==> src/rtl/pcie_logic_master_fsm.sv <==
`default_nettype none
// ============================================================================
// Module  : pcie_logic_master_fsm
// Brief   : Master control FSM for the two-VC datapath; owns FIFO thresholds
//           and global status (active / idle / sticky overflow error).
// Revision: 1.0 - initial release
// ============================================================================
module pcie_logic_master_fsm #(
    parameter logic [1:0] DEF_UMBRAL_MF = 2'd1,
    parameter logic [3:0] DEF_UMBRAL_VC = 4'd4,
    parameter logic [1:0] DEF_UMBRAL_D  = 2'd1
) (
    input  logic       clk,
    input  logic       reset_L,
    input  logic       init,
    input  logic [1:0] umbralMF_in,
    input  logic [3:0] umbralVC0_in,
    input  logic [3:0] umbralVC1_in,
    input  logic [1:0] umbralD0_in,
    input  logic [1:0] umbralD1_in,
    input  logic [4:0] fifo_empty,
    input  logic [4:0] fifo_overflow,
    output logic [1:0] umbralMF_out,
    output logic [3:0] umbralVC0_out,
    output logic [3:0] umbralVC1_out,
    output logic [1:0] umbralD0_out,
    output logic [1:0] umbralD1_out,
    output logic       active_out,
    output logic       idle_out,
    output logic       error_out,
    output logic [4:0] error_fifo,
    output logic [4:0] state
);

    typedef enum logic [4:0] {
        S_RESET  = 5'b00001,
        S_INIT   = 5'b00010,
        S_IDLE   = 5'b00100,
        S_ACTIVE = 5'b01000,
        S_ERROR  = 5'b10000
    } state_t;

    state_t r_state;
    state_t w_state_next;
    logic   w_all_empty;
    logic   w_overflow;
    logic   w_load;

    assign w_all_empty = &fifo_empty;
    assign w_overflow  = |fifo_overflow;
    // Thresholds track the inputs while configuring, but an overflow edge
    // goes straight to ERROR without touching them.
    assign w_load      = (r_state == S_INIT) && !w_overflow;

    always_comb begin
        w_state_next = r_state;
        case (r_state)
            S_RESET:  w_state_next = init ? S_INIT : S_IDLE;
            S_INIT, S_IDLE, S_ACTIVE: begin
                if (w_overflow)       w_state_next = S_ERROR;
                else if (init)        w_state_next = S_INIT;
                else if (w_all_empty) w_state_next = S_IDLE;
                else                  w_state_next = S_ACTIVE;
            end
            S_ERROR:  w_state_next = S_ERROR;
            default:  w_state_next = S_RESET;
        endcase
    end

    always_ff @(posedge clk) begin
        if (!reset_L) begin
            r_state       <= S_RESET;
            umbralMF_out  <= DEF_UMBRAL_MF;
            umbralVC0_out <= DEF_UMBRAL_VC;
            umbralVC1_out <= DEF_UMBRAL_VC;
            umbralD0_out  <= DEF_UMBRAL_D;
            umbralD1_out  <= DEF_UMBRAL_D;
            active_out    <= 1'b0;
            idle_out      <= 1'b0;
            error_out     <= 1'b0;
            error_fifo    <= 5'b0;
        end else begin
            r_state    <= w_state_next;
            // Status flags are decoded from the next state so they move with it.
            idle_out   <= (w_state_next == S_IDLE);
            active_out <= (w_state_next == S_ACTIVE);
            error_out  <= (w_state_next == S_ERROR);
            if (r_state != S_RESET) begin
                error_fifo <= error_fifo | fifo_overflow;
            end
            if (w_load) begin
                umbralMF_out  <= umbralMF_in;
                umbralVC0_out <= umbralVC0_in;
                umbralVC1_out <= umbralVC1_in;
                umbralD0_out  <= umbralD0_in;
                umbralD1_out  <= umbralD1_in;
            end
        end
    end

    assign state = r_state;

endmodule
`default_nettype wire

==> config.mk <==
export PLATFORM = sky130hd
export DESIGN_NAME = pcie_logic_master_fsm
export DESIGN_NICKNAME = d
export VERILOG_FILES = /design/src/rtl/pcie_logic_master_fsm.sv
export SDC_FILE = /design/constraint.sdc
export NUM_CORES = 1
export LEC_CHECK = 0
export ABC_AREA = 1
export CAP_MARGIN = 20
export CORE_MARGIN = 5
export CORE_UTILIZATION = 59
export DETAILED_ROUTE_END_ITERATION = 16
export DONT_BUFFER_PORTS = 1
export GPL_TIMING_DRIVEN = 0
export PLACE_DENSITY_LB_ADDON = 0.1
export SYNTH_ARGS = -nofsm -noshare
export SYNTH_HDL_FRONTEND = slang
export SYNTH_SLANG_ARGS = --single-unit
==> constraint.sdc <==
create_clock -name clk -period 1.5 [get_ports clk]
set_input_delay 0.375 -clock clk [delete_from_list [all_inputs] [get_ports clk]]
set_output_delay 0.375 -clock clk [all_outputs]
set_load 0.02 [all_outputs]
== Word level (Yosys, flattened, before mapping) ==
Cells that the tools add are included.
Operators by class
  equality and inequality tests: 9
  muxes and demuxes: 5
  bitwise gates (word level): 1
  reductions and logical operators: 5
Operators with widths (number)
  $pmux W5 S3: 1
  $eq A5 B3 Y1 const B: 2
  $eq A5 B4 Y1 const B: 2
  $eq A5 B5 Y1 const B: 2
  $mux W4: 2
  $eq A5 B1 Y1 const B: 1
  $eq A5 B2 Y1 const B: 1
  $mux W5: 1
  $ne A5 B1 Y1 const B: 1
  $or A5 B5 Y5: 1
  $reduce_and A5 Y1: 1
  $reduce_or A5 Y1: 1
  $mux W3: 1
  $reduce_or A3 Y1: 1
  $logic_and A1 B1 Y1: 1
  $logic_not A1 Y1: 1
Storage, ports and cells
  bits of input ports: 27
  bits in registers: 27

== Longest topological paths before layout ==
  depth in word-level cells: 6
  gate-level depth with buffers: 8
  mapped depth without buffers: 8

== Worst setup path after synthesis ==
Ideal clock, no wire load.
  path kind: reg2reg
  from: register r_state[3], in the netlist state[3]
  to: register umbralVC0_out[0]
  arrival time: 1.149 ns
  setup slack: 0.237 ns
  cell stages (with the launch flop): 8
  required time: 1.387 ns
  library setup time: 0.113 ns
  buffers on the path: 1
  cells stage by stage: dfxtp_1 > nor2_4 > nand4_4 > nor2_4 > inv_4 > buf_6 > nor2_1 > nor2_1
Between the ends
  cells in the longest elaborated chain, start to end: 2
Ends and longest elaborated chain
  start: declaration: RTL line 43  | state_t r_state;
  start signal: assignment: RTL line 83  | r_state <= w_state_next;
  $eq A5 B2 Y1: RTL line 53  | assign w_load = (r_state == S_INIT) && !w_overflow;
  $logic_and A1 B1 Y1: RTL line 53
  end signal: assignment: RTL line 93  | umbralVC0_out <= umbralVC0_in;
  end: declaration: RTL line 24  | output logic [3:0] umbralVC0_out,
No other way between the ends.
A chain may end at the register's enable or synchronous reset.

== Worst setup path in the final report ==
  from: register r_state[4], in the netlist state[4]
  to: register umbralVC0_out[3]
The elaborated chain is that of the path after synthesis.

==> impl_results.md <==
- Status: finished, final reports clean
- Clock Latency Late Sink: about 320 ps
- Area leader, netlist: dfxtp_1
- Crit path time final: 1390 ps
- Syn Area/Cell: around 8.0 um^2
- Starting Density: between 60 and 70%
- Critical path endpoint: umbralVC0_out[3]$_SDFFE_PN0P_
- Critical Path AT: 1620 ps
- P&R area growth vs syn: 7.19%
- Hold Path Class: input pin to flip-flop
- Dpl hpwl: between 1500 and 2000 um
- Drt total wl: between 2000 and 2500 um
- Post-route setup slack: roughly 110 ps
- Maxcap violations: 0
- 1st-pass router iterations: 4
- Hold-fix buffers at CTS: 0
- Final slew viol count: 0
- IO Pins: 54
- Synth cell types: 17
- Port Buf Inserts: 0
- VDD IR max: 731 uV
- Clock root buffer: clkbuf_4
- First-pass GRT wire length: ~3500 um
- Final Cell Area: 1120 um^2
- Global route overflow: 0
- Setup WS pre-CTS: 121 ps
- WL/cell: between 10 and 15 um
- Reg clk slew, reported paths: 150 ps
- Placed cell area: roughly 1100 um^2
- Setup crit start: state[4]$_SDFF_PN0_
- Worst r2r src: state[4]$_SDFF_PN0_
- Gpl congestion: 0.822
- Highest clock rate: ~720 MHz
- Reg2Reg Capture Point: umbralVC0_out[3]$_SDFFE_PN0P_
- Largest net degree at the start of global routing: 16
- Critical hold path startpoint: reset_L
- Critical path type: flip-flop to flip-flop
- CTS tree: yes
- CP Capture Type: flip-flop
- Synthesis Warnings: 0
- R2R setup slack: about 110 ps
- Cells after DPL: about 160
- Initial antenna violation count: 0
- Antenna violation net count after detailed routing: 0
- Post-synthesis sequential area ratio: slightly above 50%
- Pleak: 0.000500 uW
- Fraction of layout cells with a size suffix above 1: between 10 and 15%
- Power Total: ~1300 uW
- Vias per cell: just over 5
- CP required: ~1700 ps
- Worst hold slack: about 150 ps
- Relative slew slack: between 70% and 80%
- Overall die width: 52.1 um
- Cell depth of the worst flop-to-flop path: 7
- # fillers: between 150 and 200
- Routed vias: 815
- Final Hold Fails: 0
- Mapped cell area: approximately 1000 um^2
- Final setup vio count: 0
- Initial DRC Count: 6
- Worst Tran Pin Value: roughly 420 ps
- Vias in the first global route: slightly above 800
- Yosys top cell area share: 51.7%
- Worst-path fanout max: 10
- Nets: 164
- CTS sink count: 27
- Non-Filler Instances: between 150 and 200
- Element type at the critical path start: flip-flop
- Area of the core: 1710 um^2
- GRT Total Usage: roughly 17%
- FF+latch count, synth: 27
- Deepest clock path buffer count: 2
- PwrDens: between 1000 and 1500 nW/um^2
- Die area: 2710 um^2
- Die height: 52.1 um
- Period utilization: between 90% and 100%
- Antenna cell count: 0
- DRC viols: 0
- CTS Buf Count: 3
- Cells after Synth: 130
- Syn nets: between 150 and 200
- Final Skew: between 10 and 15 ps
- Std cell rows: 15
- Largest cells by area after synthesis: dfxtp_1 52%, nor2_1 12%, nand2_1 7.2%
- Htree depth: 1
-- placed cells by master, fill, tap and decap left out, drive strengths merged --
master	n
nand3	10
o21ai	10
nand3b	1
clkinv	1
inv	9
nand4	3
clkbuf	4
dfxtp	27
a21oi	11
nand2	20
buf	5
nor2	35
-- area by class of cell --
| class | count | area (um^2) | share of cell area [%] |
|---|---|---|---|
| Sequential cell | 27 | 542 | 48.4 |
| Tap cell | 25 | 31.3 | 2.79 |
| Timing Repair Buffer | 2 | 15.0 | 1.34 |
| Clock inverter | 1 | 5.00 | 0.447 |
| Buffer | 4 | 37.5 | 3.35 |
| Multi-Input combinational cell | 90 | 430 | 38.4 |
| Inverter | 9 | 36.3 | 3.24 |
| Clock buffer | 3 | 22.5 | 2.01 |
-- worst min-delay path by stage --
stage	depth (start not counted)	slack (ps)	end
CTS	2	140	umbralVC0_out[3]$_SDFFE_PN0P_
floorplan	2	480	umbralVC0_out[3]$_SDFFE_PN0P_
finish	2	150	umbralVC0_out[3]$_SDFFE_PN0P_
global route	2	130	umbralVC0_out[3]$_SDFFE_PN0P_
global placement	2	490	umbralVC0_out[3]$_SDFFE_PN0P_
detailed placement	2	500	umbralVC0_out[3]$_SDFFE_PN0P_
-- power breakdown --
| group | internal (uW) | leakage (uW) | switching, uW |
|---|---|---|---|
| registers | 756 | 0.000219 | 74.2 |
| logic | 51.1 | 0.000263 | 79.7 |
| clock network | 99.9 | 0.0000177 | 210 |
| total | 907 | 0.000500 | 364 |
-- state kept, by name, indices dropped and copies added, names as in the netlist --
signal	cells
state	5
umbralVC0_out	4
umbralD1_out	2
umbralD0_out	2
active_out	1
error_out	1
idle_out	1
error_fifo	5
umbralMF_out	2
umbralVC1_out	4
-- cells by family after synthesis --
logic type	synth area share, %
AND/OR/NAND/NOR	30.4
buffers and inverters	7.07
AO/OA/AOI/OAI	10.8
flip-flops	51.7
-- synth_stat cells (all sizes together) --
cell type and number:
a21oi 11, buf 3, clkbuf 1, dfxtp 27, inv 9, nand2 20
nand3 10, nand3b 1, nand4 3, nor2 35, o21ai 10
-- timing repair --
action,CTS,global route
gates resized for setup,0,1
buffers inserted,0,2
setup endpoints to repair,0,9
-- per-stage QoR --
stage	utilization (%)	TNS, ps
2_1_floorplan	-	0
3_5_place_dp	63.0	0
6_report	65.6	0
3_3_place_gp	63.0	0
4_1_cts	64.6	0
5_1_grt	65.6	-0.374
-- layer usage --
layer	vias to the layer above	wire, um	track usage (%)
li1	431	-	-
met1	348	872	20.0
met2	32	1000	28.2
met3	4	207	5.16
met4	0	21	6.11
met5	-	0	0
-- critical path, cell delays in order, from the launching register on --
cell and delay (ps):
dfxtp_1 430, inv_1 190, nand4_4 130, nor2_4 190, inv_4 70, buf_6 140
nor2_1 90, nor2_1 50
Note: power is estimated with default switching activity, not from simulation.
